--- src/rtl/safe_lock_ctrl.sv ---
// Keypad safe controller: N-symbol code entry, escalating lockout, auto-relock and
// two-pass code programming, driven by debounced clk-synchronous buttons.
module safe_lock_ctrl #(
    parameter int                          BTN_W         = 4,
    parameter int                          CODE_LEN      = 3,
    parameter logic [CODE_LEN*BTN_W-1:0]   DEFAULT_CODE  = 12'hDD7,
    parameter int                          MAX_ERR       = 3,
    parameter longint unsigned             LOCK_CYCLES   = 64'd1000000000,
    parameter int                          MAX_LEVEL     = 3,
    parameter longint unsigned             OPEN_CYCLES   = 64'd500000000,
    parameter longint unsigned             ENTRY_TIMEOUT = 64'd300000000,
    parameter logic [BTN_W-1:0]            PROG_KEY      = 4'b0001
) (
    input  logic                           clk,
    input  logic                           rst_n,
    input  logic [BTN_W-1:0]               btn,
    output logic                           unlocked,
    output logic                           lock_led,
    output logic                           prog_mode,
    output logic [$clog2(MAX_ERR+1)-1:0]   err_count,
    output logic [$clog2(MAX_LEVEL+1)-1:0] lock_level,
    output logic                           prog_ok,
    output logic                           prog_fail,
    output logic [2:0]                     fsm_state
);

    localparam int ERR_W  = $clog2(MAX_ERR + 1);
    localparam int LVL_W  = $clog2(MAX_LEVEL + 1);
    localparam int IDX_W  = (CODE_LEN > 1) ? $clog2(CODE_LEN) : 1;
    localparam longint unsigned LOCK_MAX = LOCK_CYCLES << MAX_LEVEL;
    localparam int LOCK_W = $clog2(LOCK_MAX + 1);
    localparam int OPEN_W = $clog2(OPEN_CYCLES + 1);
    localparam int TO_W   = $clog2(ENTRY_TIMEOUT + 1);
    localparam int W1     = (LOCK_W > OPEN_W) ? LOCK_W : OPEN_W;
    localparam int CNT_W  = (W1 > TO_W) ? W1 : TO_W;

    localparam logic [CNT_W-1:0] OPEN_LAST = CNT_W'(OPEN_CYCLES - 1);
    localparam logic [CNT_W-1:0] TO_LAST   = CNT_W'(ENTRY_TIMEOUT - 1);
    localparam logic [CNT_W-1:0] LOCK_BASE = CNT_W'(LOCK_CYCLES);
    localparam logic [IDX_W-1:0] IDX_LAST  = IDX_W'(CODE_LEN - 1);
    localparam logic [ERR_W-1:0] ERR_LIMIT = ERR_W'(MAX_ERR);
    localparam logic [LVL_W-1:0] LVL_CAP   = LVL_W'(MAX_LEVEL);

    typedef enum logic [2:0] {
        ST_ENTRY     = 3'd0,
        ST_OPEN      = 3'd1,
        ST_PROG_NEW  = 3'd2,
        ST_PROG_CONF = 3'd3,
        ST_LOCKOUT   = 3'd4
    } state_t;

    state_t                      state;
    logic [IDX_W-1:0]            idx;
    logic                        miss;
    logic [CODE_LEN*BTN_W-1:0]   code;
    logic [CODE_LEN*BTN_W-1:0]   shadow;
    logic [BTN_W-1:0]            btn_q;
    logic [CNT_W-1:0]            timer;

    logic                        press;
    logic                        sym_miss;
    logic                        conf_miss;
    logic                        timed_out;
    logic                        last_sym;
    logic [ERR_W-1:0]            err_next;
    logic [CNT_W-1:0]            lock_last;

    assign fsm_state = state;

    always_comb begin
        press     = (btn != '0) && (btn_q == '0);
        sym_miss  = (btn != code[idx*BTN_W +: BTN_W]);
        conf_miss = (btn != shadow[idx*BTN_W +: BTN_W]);
        timed_out = (timer == TO_LAST);
        last_sym  = (idx == IDX_LAST);
        err_next  = err_count + ERR_W'(1);
        lock_last = (LOCK_BASE << lock_level) - CNT_W'(1);
    end

    // One shared cycle timer: idle time in ENTRY/PROG_*, dwell in OPEN, length of LOCKOUT.
    always_ff @(posedge clk or negedge rst_n) begin
        if (!rst_n) begin
            state      <= ST_ENTRY;
            idx        <= '0;
            miss       <= 1'b0;
            code       <= DEFAULT_CODE;
            shadow     <= '0;
            btn_q      <= '0;
            timer      <= '0;
            unlocked   <= 1'b0;
            lock_led   <= 1'b0;
            prog_mode  <= 1'b0;
            err_count  <= '0;
            lock_level <= '0;
            prog_ok    <= 1'b0;
            prog_fail  <= 1'b0;
        end else begin
            btn_q     <= btn;
            prog_ok   <= 1'b0;
            prog_fail <= 1'b0;
            case (state)
                ST_ENTRY: begin
                    if (press) begin
                        timer <= '0;
                        if (last_sym) begin
                            idx  <= '0;
                            miss <= 1'b0;
                            if (!(miss || sym_miss)) begin
                                state      <= ST_OPEN;
                                unlocked   <= 1'b1;
                                err_count  <= '0;
                                lock_level <= '0;
                            end else if (err_next == ERR_LIMIT) begin
                                state     <= ST_LOCKOUT;
                                lock_led  <= 1'b1;
                                err_count <= '0;
                            end else begin
                                err_count <= err_next;
                            end
                        end else begin
                            idx  <= idx + IDX_W'(1);
                            miss <= miss | sym_miss;
                        end
                    end else if (idx != '0) begin
                        // Stale partial entry is silently dropped; it is not an attempt.
                        if (timed_out) begin
                            idx   <= '0;
                            miss  <= 1'b0;
                            timer <= '0;
                        end else begin
                            timer <= timer + CNT_W'(1);
                        end
                    end
                end

                ST_OPEN: begin
                    if (press) begin
                        timer    <= '0;
                        unlocked <= 1'b0;
                        idx      <= '0;
                        miss     <= 1'b0;
                        if (btn == PROG_KEY) begin
                            state     <= ST_PROG_NEW;
                            prog_mode <= 1'b1;
                        end else begin
                            state <= ST_ENTRY;
                        end
                    end else if (timer == OPEN_LAST) begin
                        state    <= ST_ENTRY;
                        unlocked <= 1'b0;
                        timer    <= '0;
                    end else begin
                        timer <= timer + CNT_W'(1);
                    end
                end

                ST_PROG_NEW: begin
                    if (press) begin
                        timer                       <= '0;
                        shadow[idx*BTN_W +: BTN_W]  <= btn;
                        if (last_sym) begin
                            idx   <= '0;
                            miss  <= 1'b0;
                            state <= ST_PROG_CONF;
                        end else begin
                            idx <= idx + IDX_W'(1);
                        end
                    end else if (timed_out) begin
                        state     <= ST_ENTRY;
                        prog_mode <= 1'b0;
                        prog_fail <= 1'b1;
                        idx       <= '0;
                        miss      <= 1'b0;
                        timer     <= '0;
                    end else begin
                        timer <= timer + CNT_W'(1);
                    end
                end

                ST_PROG_CONF: begin
                    if (press) begin
                        timer <= '0;
                        if (last_sym) begin
                            idx       <= '0;
                            miss      <= 1'b0;
                            state     <= ST_ENTRY;
                            prog_mode <= 1'b0;
                            if (!(miss || conf_miss)) begin
                                code    <= shadow;
                                prog_ok <= 1'b1;
                            end else begin
                                prog_fail <= 1'b1;
                            end
                        end else begin
                            idx  <= idx + IDX_W'(1);
                            miss <= miss | conf_miss;
                        end
                    end else if (timed_out) begin
                        state     <= ST_ENTRY;
                        prog_mode <= 1'b0;
                        prog_fail <= 1'b1;
                        idx       <= '0;
                        miss      <= 1'b0;
                        timer     <= '0;
                    end else begin
                        timer <= timer + CNT_W'(1);
                    end
                end

                ST_LOCKOUT: begin
                    // Presses are ignored here; btn_q still tracks so a held button needs release.
                    if (timer == lock_last) begin
                        state    <= ST_ENTRY;
                        lock_led <= 1'b0;
                        timer    <= '0;
                        if (lock_level != LVL_CAP) begin
                            lock_level <= lock_level + LVL_W'(1);
                        end
                    end else begin
                        timer <= timer + CNT_W'(1);
                    end
                end

                default: begin
                    state     <= ST_ENTRY;
                    idx       <= '0;
                    miss      <= 1'b0;
                    timer     <= '0;
                    unlocked  <= 1'b0;
                    lock_led  <= 1'b0;
                    prog_mode <= 1'b0;
                end
            endcase
        end
    end

endmodule
--- config.mk ---
export PLATFORM = sky130hd
export DESIGN_NAME = safe_lock_ctrl
export DESIGN_NICKNAME = d
export VERILOG_FILES = /design/src/rtl/safe_lock_ctrl.sv
export SDC_FILE = /design/constraint.sdc
export NUM_CORES = 1
export LEC_CHECK = 0
export ABC_AREA = 1
export BUFFER_PORTS_ARGS = -buffer_cell sky130_fd_sc_hd__buf_4
export CAP_MARGIN = 5
export CORE_MARGIN = 1.5
export CORE_UTILIZATION = 50
export DETAILED_ROUTE_END_ITERATION = 6
export GPL_ROUTABILITY_DRIVEN = 0
export PLACE_DENSITY = 0.75
export SLEW_MARGIN = 20
export SYNTH_ARGS = -nofsm -noshare
export SYNTH_HDL_FRONTEND = slang
export SYNTH_SLANG_ARGS = --single-unit
--- constraint.sdc ---
create_clock -name clk -period 3.3 [get_ports clk]
set_clock_uncertainty 0.1 [all_clocks]
set_input_delay 0.33 -clock clk [delete_from_list [all_inputs] [get_ports clk]]
set_output_delay 0.33 -clock clk [all_outputs]
set_load 0.005 [all_outputs]
==> impl_metrics.py, run 1 <==
metrics = {
    "power": {
        "sequentialPowerShare": 0.516,
        "power_density_nw_per_um2": 308,
        "p_total_mw": 1.81,
        "ir_drop_v": 0.000247,
        "power.share.switching": 0.231,
        "leakagePower_nw": 2.73,
        "p_sw_mw": 0.419,
        "internal_power_mw": 1.40,
        "pwr-share-comb": 0.027,
        "power_frac_clock": 0.458,
    },
    "setup_path": {
        "cp_slowest_stage_delay_ns": 0.57,
        "path_cells": "inv_1 -> ha_1 -> inv_1 -> o21ai_0 -> nand2_1 -> nor2_1 -> nand2_1 -> nor2_1 -> nand3_2 -> nand2_4 -> nand3_4 -> nand2_1 -> o21ai_0",
        "crit_slowest_cell": "dfrtp_1",
        "r2r_cells": 13,
        "arrival_ns": 3.05,
        "critPathMaxFanout": 33,
        "r2r_slack_ns": 0.41,
        "worst_setup_path_start_kind": "flop",
        "r2r_start": "lock_level[1]",
        "critical_path_class": "reg -> reg",
        "end_kind": "flop",
        "required_ns": 3.45,
        "r2r-end": "timer[27]",
        "cpMostUsedCell": "nand2_1",
    },
    "layout": {
        "fill_cells": 1083,
        "final_cell_mix": "224 x nand2_1, 87 x inv_1, 79 x nor2_1",
        "utilization": 0.549,
        "area_growth_pct": 7.73,
        "final_common_cell": "nand2_1",
        "fin_nets": 810,
        "n_antenna_cell": 0,
        "drive_gt1_frac": 0.127,
    },
    "synth": {
        "yosysSeqAreaShare": 0.350,
        "synth_async_sr_flop_share": 1.00,
        "synthAdderAreaFrac": 0.0320,
        "ys_top_cells_by_area": "dfrtp_1 31%, nand2_1 15%, inv_1 6.0%",
        "ys.flop_type": "dfrtp_1",
        "syn_inst": 781,
        "yosysTopAreaCell": "dfrtp_1",
        "syn_avg_cell_area_um2": 7.01,
        "synth_top_area_share": 0.306,
        "synth_edf_count": 0,
        "synth_xor_xnor_area_share": 0.0560,
        "yosys-mux-area-fraction": 0,
        "ys_ff_latch": 76,
        "synth-simple-area-share": 0.378,
        "synth_cell_type_count": 38,
        "syn-num-nets": 801,
        "synth_top_family_by_area": "simple AND/OR/NAND/NOR gates",
        "syn_area_um2": 5470,
        "synth-compound-area-share": 0.0887,
        "synth_warnings": 0,
    },
    "clock_network": {
        "postCtsSetupBuffers": 0,
        "cts_tree": "done",
        "ctsHoldBuffers": 4,
        "cts_buffer_depth": 2,
        "cts_made_buffers": 9,
        "cts_max_level": 3,
        "cts_root_buffer": "clkbuf_8",
        "clk_pin_slew_worst_paths_ns": 0.09,
        "cts_sinks": 76,
        "insertion_delay_ns": 0.39,
        "cts_resized": 0,
    },
    "drt": {
        "finalWirelength_um": 14100,
        "first_iter_violations": 522,
        "drcViolationCount": 0,
        "postRouteAntennaNets": 0,
        "wl_per_cell_um": 15.1,
        "vias": 5222,
        "vias_per_cell": 5.59,
        "first_pass_iters": 5,
    },
    "sta": {
        "tightest_slew_ns": 0.947,
        "max_freq_mhz": 345,
        "fin_crit_sh": 0.877,
        "final-max-slew-violation-count": 0,
        "setup-tns-final_ns": 0,
        "finalHoldViolations": 15,
        "rsz0062_at_grt": "false",
        "slew_headroom": 0.369,
        "hold-worst-slack_ns": -0.0203,
        "finalSetupViolCount": 0,
        "setup_slack_ns": 0.406,
        "period_minus_slack_ns": 2.89,
    },
    "placement": {
        "port-buffer-count": 17,
        "dp_hpwl_um": 10200,
        "post-place-ws_ns": 0.444,
    },
    "min_path": {
        "min_path_type": "in -> async",
    },
    "global_route": {
        "first_global_vias": 4922,
        "antenna_found_initial": 0,
        "grt_pass1_wl_um": 23600,
        "grt_overflow_total": 0,
        "grt_max_degree": 77,
        "grtUsageTotal": 0.259,
    },
    "floorplanning": {
        "core-area_um2": 10700,
        "dieArea_um2": 11600,
        "die_x_um": 108,
        "start_util": 0.509,
        "dieHeight_um": 108,
        "fp-row-count": 38,
        "ios": 18,
    },
    "outcome": {
        "violations": "negative hold slack",
        "status": "finished, violations left",
    },
    "job": {
        "max_cap_viol_count": 0,
    },
}
## critical path, delay by kind of cell (launching register included)
kind	cells	cell delay (ns)
buf+inv	2	0.31
flops	1	0.57
fa+ha+maj	1	0.42
simple gates	8	1.11
compound gates	2	0.24
## cell families (layout without fill, tap and decap cells)
kind of cell             count (synthesis)  after routing
AO/OA/AOI/OAI                           84             84
buffers and inverters                  121            135
adder cells (fa/ha/maj)                 14             14
AND/OR/NAND/NOR                        451            451
XOR/XNOR                                35             35
flip-flops                              76             76
## routing by layer
metal  vias up  share of wire  GRT usage
li1       2503              -          -
met3        61          0.079     0.0406
met2       261           0.47      0.432
met5         -              0          0
met1      2397           0.41      0.325
met4         0          0.038      0.130
## area by class of cell
cell class / instances / area (um^2) / share of cell area
Sequential cell: 76 / 1910 / 0.324
Timing Repair Buffer: 23 / 183 / 0.0310
Tap cell: 140 / 175 / 0.0297
Clock buffer: 11 / 141 / 0.0240
Multi-Input combinational cell: 584 / 3040 / 0.515
Clock inverter: 5 / 85.1 / 0.0144
Inverter: 96 / 360 / 0.0611
## per-stage QoR
stage	cell area [um^2]	std cells
after floorplan	5470	781
after global placement	5630	915
after detailed placement	5630	915
after CTS	5900	935
after global routing	5900	935
final	5900	935
## flip-flops by register name (all words and copies together), names as in the netlist
| signal | flops |
|---|---|
| timer | 33 |
| code | 12 |
| shadow | 12 |
| btn_q | 4 |
| fsm_state | 3 |
| err_count | 2 |
| idx | 2 |
| lock_level | 2 |
| lock_led | 1 |
| miss | 1 |
| prog_fail | 1 |
| prog_mode | 1 |
| prog_ok | 1 |
| unlocked | 1 |
## synth_stat cells, types with 4 or more instances
master    number
nand2_2        9
nor2_1        79
o21ai_1       18
nand2_1      224
nand3_2        9
dfstp_2        9
inv_1         87
buf_6          5
xor2_1        31
xnor2_1        4
o21ai_2       14
dfrtp_1       67
o211ai_1       4
ha_1          14
nor3_1        33
nand3_1       57
buf_2         13
a21oi_1       14
nand4_1       19
nor2_2         6
o21ai_0       32
inv_2          8
## power groups by stage
stage	sequential (mW)	clock [mW]	combinational [mW]
2_1_floorplan	0.954	0	0.0153
3_3_place_gp	0.953	0	0.0451
3_5_place_dp	0.954	0	0.0460
4_1_cts	0.935	0.840	0.0498
5_1_grt	0.936	0.879	0.0552
6_report	0.935	0.830	0.0485
## how the worst max path moves through the flow
stage / start / endpoint / slack, ns / depth (start not counted)
2_1_floorplan: lock_level[1] / timer[12] / 0.97 / 15
3_3_place_gp: lock_level[0] / timer[27] / 0.60 / 14
3_5_place_dp: lock_level[1] / timer[27] / 0.44 / 13
4_1_cts: lock_level[1] / timer[27] / 0.42 / 13
5_1_grt: lock_level[1] / timer[4] / 0.17 / 14
6_report: lock_level[1] / timer[27] / 0.41 / 13
Note: power is estimated with default switching activity, not from simulation.
==> run 2: changes to the inputs <==
--- a/config.mk
+++ b/config.mk
@@ -8,11 +8,15 @@
 export ABC_AREA = 1
 export BUFFER_PORTS_ARGS = -buffer_cell sky130_fd_sc_hd__buf_4
 export CAP_MARGIN = 5
+export CELL_PAD_IN_SITES_DETAIL_PLACEMENT = 1
+export CELL_PAD_IN_SITES_GLOBAL_PLACEMENT = 1
 export CORE_MARGIN = 1.5
-export CORE_UTILIZATION = 50
+export CORE_UTILIZATION = 46
 export DETAILED_ROUTE_END_ITERATION = 6
 export GPL_ROUTABILITY_DRIVEN = 0
-export PLACE_DENSITY = 0.75
+export GPL_TIMING_DRIVEN = 0
+export MAX_ROUTING_LAYER = met4
+export PLACE_DENSITY = 0.89
 export SLEW_MARGIN = 20
 export SYNTH_ARGS = -nofsm -noshare
 export SYNTH_HDL_FRONTEND = slang
==> run 2 against run 1 <==
Effect of this change: largest power group is now clock; die area up 8.5%; hold slack better by 0.039 ns; critical path depth grew 2; final cell count increased by 2.6%; wire length rose by 26%; setup slack lost 0.039 ns; largest cell class unchanged; the run now ends clean.
==> impl_metrics.py, run 2 (synthesis results as in run 1) <==
metrics = {
    "layout": {
        "reg_top3": "timer: 33 flops, code: 12 flops, shadow: 12 flops",
        "multi_input_area_um2": 3040,
        "regArea_um2": 1910,
        "n_antenna_cell": 0,
        "area_growth_pct": 11.9,
        "fill_cells": 1518,
        "largest_register": "timer",
        "largest_reg_flops": 33,
        "final_cell_mix": "224 x nand2_1, 87 x inv_1, 79 x nor2_1",
        "final_common_cell": "nand2_1",
        "fin_nets": 831,
        "drive_gt1_frac": 0.152,
    },
    "setup_path": {
        "worst_setup_path_start_kind": "flop",
        "cpMostUsedCell": "nand2_1",
        "end_kind": "flop",
        "path_cells": "clkbuf_2 -> inv_1 -> ha_1 -> inv_1 -> o21ai_0 -> nand2_1 -> nor2_1 -> nand2_1 -> nor2_1 -> nand3_2 -> nand2_4 -> nand3_4 -> buf_6 -> nand2_1 -> o21ai_1",
        "critPathMaxFanout": 10,
        "r2r_slack_ns": 0.37,
        "r2r_cells": 15,
        "arrival_ns": 3.06,
        "critical_path_class": "reg -> reg",
        "r2r-end": "timer[5]",
        "required_ns": 3.43,
        "cp_top_family": "simple AND/OR/NAND/NOR gates",
        "cp_slowest_stage_delay_ns": 0.44,
        "r2r_start": "lock_level[1]",
        "worst-path-buf-inv": 4,
        "crit_slowest_cell": "ha_1",
    },
    "placement": {
        "port-buffer-count": 17,
        "dp_hpwl_um": 12800,
    },
    "min_path": {
        "holdPathStages": 1,
        "holdCritStartpoint": "btn[2]",
        "hold_end": "btn_q[2]",
        "min_path_type": "in -> reg",
    },
    "clock_network": {
        "cts_tree": "done",
        "clk_pin_slew_worst_paths_ns": 0.07,
        "insertion_delay_ns": 0.37,
        "cts_sinks": 76,
        "cts_max_level": 3,
        "postCtsSetupBuffers": 0,
        "cts_root_buffer": "clkbuf_16",
        "cts_buffer_depth": 2,
        "cts_made_buffers": 9,
    },
    "global_route": {
        "antenna_found_initial": 0,
        "grtUsageTotal": 0.308,
        "grt_pass1_wl_um": 29500,
        "grt_overflow_total": 0,
        "first_global_vias": 5665,
        "grt_max_degree": 77,
    },
    "sta": {
        "rsz0062_at_grt": "false",
        "tightest_slew_ns": 0.524,
        "final-max-slew-violation-count": 0,
        "period_minus_slack_ns": 2.93,
        "max_freq_mhz": 341,
        "hold-worst-slack_ns": 0.0184,
        "finalHoldViolations": 0,
        "fin_crit_sh": 0.889,
        "setup-tns-final_ns": 0,
        "finalSetupViolCount": 0,
        "slew_headroom": 0.650,
    },
    "power": {
        "power_density_nw_per_um2": 334,
        "p_total_mw": 2.05,
        "ir_drop_v": 0.000300,
        "leakagePower_nw": 2.89,
    },
    "outcome": {
        "status": "finished, final reports clean",
    },
    "drt": {
        "finalWirelength_um": 17700,
        "first_pass_iters": 5,
        "first_iter_violations": 392,
        "vias_per_cell": 5.70,
        "vias": 5469,
        "postRouteAntennaNets": 0,
        "wl_per_cell_um": 18.5,
        "drcViolationCount": 0,
    },
    "floorplanning": {
        "start_util": 0.475,
        "ios": 18,
        "dieArea_um2": 12600,
        "dieHeight_um": 112,
        "core-area_um2": 11500,
        "fp-row-count": 39,
        "die_x_um": 112,
    },
    "job": {
        "max_cap_viol_count": 0,
    },
}
run 2: changes by cell type in the layout (fill, tap and decap cells not counted), sizes merged:
cell / previous run / this run
buf: 19 / 39
dlygate4sd3: 4 / 1
clkinv: 3 / 4
clkbuf: 11 / 13
inv: 95 / 97
bufinv: 2 / 1
run 2: how the worst max path moves through the flow:
stage	end	cells past startpoint	slack, ns	start
2_1_floorplan	timer[12]	15	0.97	lock_level[1]
3_3_place_gp	timer[12]	15	0.56	lock_level[1]
3_5_place_dp	timer[14]	15	0.50	lock_level[1]
4_1_cts	timer[5]	15	0.43	lock_level[1]
5_1_grt	timer[5]	15	0.13	lock_level[1]
6_report	timer[5]	15	0.37	lock_level[1]
run 2: per-stage QoR:
step | util | instance area [um^2] | std cells | setup slack [ns]
3_5_place_dp | 0.502 | 5780 | 941 | 0.497
3_3_place_gp | 0.502 | 5780 | 941 | 0.564
5_1_grt | 0.532 | 6130 | 959 | 0.131
2_1_floorplan | - | 5470 | 781 | 0.973
6_report | 0.532 | 6130 | 959 | 0.367
4_1_cts | 0.529 | 6090 | 957 | 0.435
run 2: metal layers:
metal  vias to the layer above  global-route usage  wire length [um]
li1                       2556                   -                 -
met1                      2655               0.371              7210
met2                       198               0.515              8750
met3                        60              0.0589              1210
met4                         0               0.123               555
met5                         -                   -                 0
run 2: area by class of cell:
class,count,area share
multi-input combinational,584,0.496
buffer,25,0.0263
timing repair buffer,19,0.0270
inverter,96,0.0588
clock buffer,9,0.0368
sequential,76,0.312
clock inverter,7,0.0137
tap,143,0.0292
run 2: worst register-to-register path: stages, from the launching register on:
cell	delay, ns
dfrtp_1	0.43
clkbuf_2	0.23
inv_1	0.16
ha_1	0.44
inv_1	0.13
o21ai_0	0.17
nand2_1	0.07
nor2_1	0.12
nand2_1	0.07
nor2_1	0.13
nand3_2	0.13
nand2_4	0.13
nand3_4	0.15
buf_6	0.20
nand2_1	0.08
o21ai_1	0.07
run 2: what timing repair did:
action	4_1_cts	5_1_grt
endpoints found under the hold margin	0	19
endpoints found under the setup margin	0	0
resized for setup	0	0
hold buffers	0	1
run 2: where the power goes:
group	internal, mW	total (mW)	switching (mW)	leakage, nW
clock network	0.598	1.06	0.460	0.148
registers	0.934	0.936	0.00212	0.927
logic	0.0142	0.0540	0.0398	1.82
total	1.55	2.05	0.502	2.89
